--- config.mk ---
export PLATFORM = sky130hd
export DESIGN_NAME = fifo_arbiter_rr_flat
export DESIGN_NICKNAME = d
export VERILOG_FILES = /design/src/rtl/fifo_arbiter_rr_if.sv /design/src/rtl/fifo_arbiter_rr.sv /design/src/flat_wrapper.sv
export SDC_FILE = /design/constraint.sdc
export NUM_CORES = 1
export LEC_CHECK = 0
export CORE_UTILIZATION = 60
export CTS_BUF_LIST = sky130_fd_sc_hd__clkbuf_2 sky130_fd_sc_hd__clkbuf_4 sky130_fd_sc_hd__clkbuf_8
export DETAILED_ROUTE_END_ITERATION = 10
export GPL_TIMING_DRIVEN = 0
export PLACE_DENSITY = 0.95
export SLEW_MARGIN = 20
export SYNTH_ARGS = -nofsm -noshare
export SYNTH_HDL_FRONTEND = slang
export SYNTH_HIERARCHICAL = 1
export SYNTH_SLANG_ARGS = --single-unit
--- constraint.sdc ---
create_clock -name clk -period 16.4 [get_ports clk]
set_clock_uncertainty 0.15 [all_clocks]
set_input_delay 4.1 -clock clk [delete_from_list [all_inputs] [get_ports clk]]
set_output_delay 4.1 -clock clk [all_outputs]
set_load 0.02 [all_outputs]
--- src/rtl/fifo_arbiter_rr_if.sv ---
// Handshake bundle between triangle-command producers, the merging arbiter
// and the downstream FIFO write port.
interface fifo_arbiter_rr_if #(
  parameter int WIDTH  = 240,
  parameter int NUM_CH = 2
);
  logic [NUM_CH*WIDTH-1:0] wrdata_in;
  logic [NUM_CH-1:0]       push_in;
  logic [NUM_CH-1:0]       full_out;
  logic [NUM_CH-1:0]       overflow;
  logic [WIDTH-1:0]        wrdata_out;
  logic                    push_out;
  logic                    out_full;

  modport master (
    output wrdata_in, push_in, out_full,
    input  full_out, overflow, wrdata_out, push_out
  );

  modport slave (
    input  wrdata_in, push_in, out_full,
    output full_out, overflow, wrdata_out, push_out
  );
endinterface

--- src/rtl/fifo_arbiter_rr.sv ---
// Buffered N-input round-robin arbiter feeding one downstream FIFO write port.
// Define FIFO_ARB_PRIO0_EN to give channel 0 strict priority over the rest.
module fifo_arb_chbuf #(
  parameter int WIDTH         = 240,
  parameter int LOG_BUF_DEPTH = 1
) (
  input  logic             clk,
  input  logic             rst,
  input  logic             push,
  input  logic             pop,
  input  logic [WIDTH-1:0] data,
  output logic             full,
  output logic             valid,
  output logic             ovf,
  output logic [WIDTH-1:0] head
);
  localparam int DEPTH = 1 << LOG_BUF_DEPTH;

  logic [WIDTH-1:0]         mem [DEPTH];
  logic [LOG_BUF_DEPTH-1:0] wr_ptr, rd_ptr;
  logic [LOG_BUF_DEPTH:0]   count;
  logic                     wr_en, rd_en;

  // full is a pure register decode, so a pop in the same cycle never frees room
  assign full  = (count == (LOG_BUF_DEPTH+1)'(DEPTH));
  assign valid = (count != '0);
  assign wr_en = push & ~full;
  assign rd_en = pop & valid;
  assign head  = mem[rd_ptr];

  always_ff @(posedge clk) begin
    if (wr_en) mem[wr_ptr] <= data;
  end

  always_ff @(posedge clk) begin
    if (rst) begin
      wr_ptr <= '0;
      rd_ptr <= '0;
      count  <= '0;
      ovf    <= 1'b0;
    end else begin
      if (wr_en) wr_ptr <= wr_ptr + 1'b1;
      if (rd_en) rd_ptr <= rd_ptr + 1'b1;
      unique case ({wr_en, rd_en})
        2'b10:   count <= count + 1'b1;
        2'b01:   count <= count - 1'b1;
        default: count <= count;
      endcase
      if (push && full) ovf <= 1'b1;
    end
  end
endmodule

module fifo_arbiter_rr #(
  parameter int WIDTH         = 240,
  parameter int NUM_CH        = 2,
  parameter int LOG_BUF_DEPTH = 1
) (
  input logic               clk,
  input logic               rst,
  fifo_arbiter_rr_if.slave  bus
);
  localparam int PW = (NUM_CH > 2) ? $clog2(NUM_CH) : 1;
`ifdef FIFO_ARB_PRIO0_EN
  localparam bit PRIO0 = 1'b1;
`else
  localparam bit PRIO0 = 1'b0;
`endif

  logic [NUM_CH-1:0]            elig, pop, full, ovf;
  logic [NUM_CH-1:0][WIDTH-1:0] head;
  logic [PW-1:0]                rr_ptr, grant, rr_next;
  logic                         grant_vld;
  logic [WIDTH-1:0]             data_q;
  logic                         push_q;

  for (genvar i = 0; i < NUM_CH; i++) begin : g_ch
    fifo_arb_chbuf #(.WIDTH(WIDTH), .LOG_BUF_DEPTH(LOG_BUF_DEPTH)) u_buf (
      .clk   (clk),
      .rst   (rst),
      .push  (bus.push_in[i]),
      .pop   (pop[i]),
      .data  (bus.wrdata_in[i*WIDTH +: WIDTH]),
      .full  (full[i]),
      .valid (elig[i]),
      .ovf   (ovf[i]),
      .head  (head[i])
    );
  end

  // Walk downward so the closest eligible channel at/after rr_ptr wins last.
  always_comb begin
    int idx;
    idx       = 0;
    grant_vld = 1'b0;
    grant     = '0;
    if (!bus.out_full) begin
      if (PRIO0 && elig[0]) begin
        grant_vld = 1'b1;
      end else begin
        for (int k = NUM_CH - 1; k >= 0; k--) begin
          idx = int'(rr_ptr) + k;
          if (idx >= NUM_CH) idx = idx - NUM_CH;
          if (elig[idx]) begin
            grant_vld = 1'b1;
            grant     = PW'(idx);
          end
        end
      end
    end
  end

  always_comb begin
    pop = '0;
    if (grant_vld) pop[grant] = 1'b1;
  end

  assign rr_next = (grant == PW'(NUM_CH - 1)) ? '0 : grant + 1'b1;

  always_ff @(posedge clk) begin
    if (rst) begin
      rr_ptr <= '0;
      push_q <= 1'b0;
      data_q <= '0;
    end else begin
      push_q <= grant_vld;
      if (grant_vld) begin
        data_q <= head[grant];
        // strict-priority grants of channel 0 leave the rotation untouched
        if (!(PRIO0 && grant == '0)) rr_ptr <= rr_next;
      end
    end
  end

  assign bus.full_out   = full;
  assign bus.overflow   = ovf;
  assign bus.wrdata_out = data_q;
  assign bus.push_out   = push_q;
endmodule
--- src/flat_wrapper.sv ---
// flat-port wrapper written by rule: the top's interface ports become plain ports
module fifo_arbiter_rr_flat 
#(
  parameter int WIDTH         = 240,
  parameter int NUM_CH        = 2,
  parameter int LOG_BUF_DEPTH = 1
)
  (clk, rst, bus_wrdata_in, bus_push_in, bus_out_full, bus_full_out, bus_overflow, bus_wrdata_out, bus_push_out);
  fifo_arbiter_rr_if #(.WIDTH(WIDTH), .NUM_CH(NUM_CH)) bus_i ();
  input logic clk;
  input logic rst;
  input wire logic [$bits(bus_i.wrdata_in)-1:0] bus_wrdata_in;
  input wire logic [$bits(bus_i.push_in)-1:0] bus_push_in;
  input wire logic [$bits(bus_i.out_full)-1:0] bus_out_full;
  output wire logic [$bits(bus_i.full_out)-1:0] bus_full_out;
  output wire logic [$bits(bus_i.overflow)-1:0] bus_overflow;
  output wire logic [$bits(bus_i.wrdata_out)-1:0] bus_wrdata_out;
  output wire logic [$bits(bus_i.push_out)-1:0] bus_push_out;
  assign bus_i.wrdata_in = bus_wrdata_in;
  assign bus_i.push_in = bus_push_in;
  assign bus_i.out_full = bus_out_full;
  assign bus_full_out = bus_i.full_out;
  assign bus_overflow = bus_i.overflow;
  assign bus_wrdata_out = bus_i.wrdata_out;
  assign bus_push_out = bus_i.push_out;
  fifo_arbiter_rr #(.WIDTH(WIDTH), .NUM_CH(NUM_CH), .LOG_BUF_DEPTH(LOG_BUF_DEPTH)) u_core (.clk(clk), .rst(rst), .bus(bus_i));
endmodule
# Yosys cells after proc, flatten, opt, wreduce, memory -nomap -nowiden
# Memory sizes are Yosys's and may differ from the RTL's. A register that Yosys moved wholly into a read port is not among the register bits.
# Index checks and enable logic that the tools add are counted.
# W data, S select, Z words.
[op_classes] n_lt_le_gt_ge=6 n_eq_ne=6 n_mux=32 n_bitwise=6 n_addsub=12 n_reduce_logical=7
[ops] cell="$mux W240" n=2
[ops] cell="$mux W32" n=4
[ops] cell="$lt A32 B3 Y1 const B" n=2
[ops] cell="$ge A32 B3 Y1 const B" n=1
[ops] cell="$sub A32 B3 Y32 const B" n=1
[ops] cell="$mux W1" n=22
[ops] cell="$eq A2 B2 Y1 const B" n=4
[ops] cell="$pmux W2 S2" n=2
[ops] cell="$reduce_bool A2 Y1" n=4
[ops] cell="$add A1 B1 Y1 const B" n=5
[ops] cell="$add A2 B1 Y2 const B" n=2
[ops] cell="$and A1 B1 Y1" n=4
[ops] cell="$eq A2 B1 Y1 const B" n=2
[ops] cell="$sub A2 B1 Y2 const B" n=2
[ops] cell="$logic_and A1 B1 Y1" n=3
[ops] cell="$sub A1 B2 Y3 const B" n=1
[ops] cell="$add A1 B1 Y2 const B" n=1
[ops] cell="$ge A1 B2 Y1 const B" n=1
[ops] cell="$lt A1 B2 Y1 const B" n=1
[ops] cell="$mux W2" n=1
[ops] cell="$not A1 Y1" n=2
[ops] cell="$demux W1 S1" n=1
[ops] cell="$ge A1 B1 Y1 const B" n=1
[totals] ff_bits=252 in_bits=485 memories=2 ramBits=960 word_cells=82 out_inout_bits=245
[mem_list] name="u_core.g_ch[0].u_buf.mem" depth=2 word_bits=240 read_ports=1 rd_ports_with_merged_regs=1 write_ports=1 line_no="fifo_arbiter_rr.sv:19" source="logic [WIDTH-1:0] mem [DEPTH];"
[mem_list] name="u_core.g_ch[1].u_buf.mem" depth=2 word_bits=240 read_ports=1 rd_ports_with_merged_regs=1 write_ports=1 line_no="fifo_arbiter_rr.sv:19"

# Longest topological paths before layout
[depth] ltp_word=18 mapped_depth=12 depth_no_buf=9

# Cells and area by module
# The synthesis kept the hierarchy.
[by_module_without_submodules] mod="fifo_arb_chbuf" cells_per_inst=776 instances=2 seq_area_each_um2=14533.9 area_each_um2=17561.8
[by_module_without_submodules] mod="fifo_arbiter_rr" cells_per_inst=1399 instances=1 seq_area_each_um2=4844.6 area_each_um2=12084.1

# Worst setup path before layout
# OpenSTA, ideal clock, no wires.
[synth_timing] path_type="input-to-reg" startpoint="input port bus_push_in[0]" endpoint="memory u_core.g_ch[0].u_buf.mem[1][0], enable pin" t_required_ns=15.618 cell_stages=1 t_arrival_ns=9.620 path_buffers=0 slack_ns=5.997 setup_time_ns=0.632 path_cell_list="and3_1"
[synth_between] elab_chain_len=3
[synth_rtl] item="start, declared" line_no="flat_wrapper.sv:13" source="input wire logic [$bits(bus_i.push_in)-1:0] bus_push_in;"
[synth_rtl] item="$and A1 B1 Y1" line_no="fifo_arbiter_rr.sv:27" source="assign wr_en = push & ~full;"
[synth_rtl] item="$mux W1" line_no="fifo_arbiter_rr.sv:32" source="if (wr_en) mem[wr_ptr] <= data;"
[synth_rtl] item="$mux W1 (not written as such)" line_no="fifo_arbiter_rr.sv:32"
[synth_rtl] item="end, declared" line_no="fifo_arbiter_rr.sv:19"
# No other way between the ends.

# Final worst setup path
[layout_timing] startpoint="input port rst" endpoint="register u_core.data_q[181] (netlist: u_core/bus.wrdata_out[181])"
[layout_rtl] item="start, declared" line_no="flat_wrapper.sv:11" source="input logic rst;"
[layout_rtl] item="end signal, assigned" line_no="fifo_arbiter_rr.sv:128" source="data_q <= head[grant];"
[layout_rtl] item="end, declared" line_no="fifo_arbiter_rr.sv:74" source="logic [WIDTH-1:0] data_q;"
# No word-level cell between the ends.

==> out/metrics.csv <==
metric,value,unit
clk_lat worst skew,830,ps
Mapped Area,0.0472,mm2
Netlist cell types,27,
Fmax achieved,145,MHz
Placer Congestion,0.884,
CTS tree,done,
Die Ht,283,um
GRT overflow,0,
critical path endpoint category,register,
DPL Wire Length,101000,um
Worst Hold Path Cells,2,
CTS HTree Levels,4,
mean post-synth cell area,16.0,um2
vias,34500,
r2r setup slk,12910,ps
Slew HR,1.34,%
Final Hold Fails,0,
Worst VDD drop,105,uV
Total Neg Setup Slack,0,ps
internal power,6.49,mW
GRT Util Overall,39.8,%
post-synthesis cell count,2951,
final setup vio count,0,
num rows,102,
net switching power,3.46,mW
Final Util,77.8,%
worst hold path type,register to register,
PD cells,165,mW/mm2
MaxCap Viol Count,1,
hold_buf cts,0,
sequential share of power,41.6,%
final instance area,0.0604,mm2
Critical Path AT,7420,ps
Initial Util,60.8,%
Clock Tree Root,clkbuf_8,
DRC viols,0,
vias in the first global route,35200,
fin crit share,42.1,%
Net Sw Frac,34.8,%
worst r2r src,u_core/g_ch[1].u_buf/count[0]$_SDFFE_PP0P_,
DRT Wirelength,164000,um
max-slew violations,0,
most frequent cells in the layout,"edfxtp_1, clkdlybuf4s50_1, mux2_2",
total power,9.94,mW
Worst setup SP type,primary input,
Sink Count,1214,
Worst Reg-to-Reg Cells,10,
Core Region,0.0776,mm2
Worst Tran Pin Value,1440,ps
YS warnings,6,
Routed Antenna Nets,0,
initial antenna violation count,70,
sequential fraction of the synthesis area,71.8,%
largest net degree at the start of global routing,89,
Hold Worst Slack,362,ps
"commonest non-fill, non-tap cell in the layout",edfxtp_1,
outcome,"finished, violations left",
# Post-CTS Setup Buffers,0,
nets@finish,4370,
R2R Path End,u_core/g_ch[0].u_buf/count[1]$_SDFFE_PP0P_,
critical setup path kind,primary input to register,
die area,0.0798,mm2
Port Buf Inserts,728,
worst-path maximum fanout,13,
DR iter-0 viols,4810,
io pins,730,
WL/cell,31.8,um
"Clk pin slew, worst setup/hold paths",70,ps
Die X,283,um
layout cell share with drive strength beyond 1,23.6,%
post-cts sizing count,0,
Pre-antenna DRT Iters,7,
number of synthesized register bits,1214,
critical path data required time,16910,ps
worst-case clock buffer depth,3,
Syn Nets,3438,
failing checks,max-capacitance violations,
Num CTS Buffers,184,
"Cell Area, Placed",0.0563,mm2
Pleak,20.7,nW
hold endpoint,u_core/g_ch[0].u_buf/ovf$_SDFFE_PP0P_,
Logic pwr share,31.3,%
power share of the clock group,27.1,%
drt via density,6.71,
Hold Startpoint,u_core/g_ch[0].u_buf/ovf$_SDFFE_PP0P_,
Synth-to-Final Area Change,28.0,%
Final min period,6900,ps
global-route wire length before repair,229000,um
RSZ-0062 raised after global routing,false,
-- worst max-delay path by stage --
stage / from / to / slack (ps) / cells past startpoint
after detailed placement: rst / u_core/bus.wrdata_out[199]$_SDFFE_PP0N_ / 9020 / 5
after global routing: rst / u_core/bus.wrdata_out[199]$_SDFFE_PP0N_ / 9610 / 5
after CTS: rst / u_core/bus.wrdata_out[144]$_SDFFE_PP0N_ / 9800 / 5
final: rst / u_core/bus.wrdata_out[181]$_SDFFE_PP0N_ / 9500 / 5
after global placement: bus_push_in[1] / u_core/g_ch[1].u_buf/mem[1][1]$_DFFE_PP_ / 1500 / 2
after floorplan: bus_push_in[0] / u_core/g_ch[0].u_buf/mem[1][0]$_DFFE_PP_ / 6000 / 1
-- metal layers --
layer / vias to the layer above / share of wire [%] / global-route usage [%]
met5: - / 0.098 / 0
met4: 26 / 8.9 / 32.4
met3: 1022 / 12 / 11.4
met2: 3413 / 47 / 63.0
met1: 16500 / 32 / 45.3
li1: 13500 / - / -
-- worst max-delay path, cell delays in order --
cell and delay (ps):
clkdlybuf4s50_1 960, clkbuf_1 730, clkbuf_1 870, clkbuf_1 570, a2111oi_1 170
-- synthesized netlist by cell type, drive strengths merged --
master	count	area share [%]
clkbuf	130	1.0
buf	112	1.8
nor2	251	2.0
or2	2	0.026
xor2	2	0.037
o211a	1	0.021
o21ai	5	0.053
nand2b	2	0.037
a2111oi	480	9.4
dfxtp	254	11
o21ba	1	0.021
edfxtp	960	61
o21a	2	0.032
nand2	2	0.016
xnor2	4	0.074
a21oi	6	0.064
inv	248	2.0
or3	4	0.053
ha	2	0.053
nor3	1	0.011
mux2	480	11
and3	2	0.026
-- metrics by stage --
stage                     std cells  worst slack [ps]
after global routing           5131              9610
final                          5137              9500
after floorplan                2951              6000
after CTS                      5079              9800
after global placement         4719              1500
after detailed placement       4737              9020
-- registers in the layout (all words and copies together), names as in the netlist, named ones only --
register / cells
u_core/rr_ptr: 1
u_core/g_ch.u_buf/count: 4
u_core/bus.wrdata_out: 240
u_core/bus.push_out: 1
u_core/g_ch.u_buf/mem: 960
u_core/g_ch.u_buf/rd_ptr: 2
u_core/g_ch.u_buf/wr_ptr: 2
u_core/g_ch.u_buf/ovf: 2
-- power groups by stage --
stage / combinational [mW] / sequential [mW] / clock, mW
finish: 3.11 / 4.13 / 2.70
global route: 3.17 / 4.16 / 2.82
CTS: 2.99 / 4.12 / 2.69
detailed placement: 2.87 / 4.15 / 0
global placement: 2.68 / 4.24 / 0
floorplan: 1.29 / 4.44 / 0
-- logic make-up (layout without fill, tap and decap cells) --
family,Yosys count,after routing,share of synthesized area [%]
buffers and inverters,490,1578,4.79
AO/OA/AOI/OAI,495,495,9.60
adder cells (fa/ha/maj),2,2,0.0530
other,0,58,0
XOR/XNOR,6,6,0.111
AND/OR/NAND/NOR,264,264,2.17
multiplexers,480,480,11.4
flip-flops,1214,1214,71.8
-- layout make-up --
class | count | area, um2
Multi-Input combinational cell | 1247 | 11100
Buffer | 242 | 1330
Clock buffer | 306 | 3650
Tap cell | 1040 | 1300
Fill cell | 3805 | 17200
Inverter | 248 | 946
Sequential cell | 1214 | 33900
Timing Repair Buffer | 746 | 7720
Clock inverter | 36 | 307
Antenna cell | 58 | 145
Note: power is estimated with default switching activity, not from simulation.
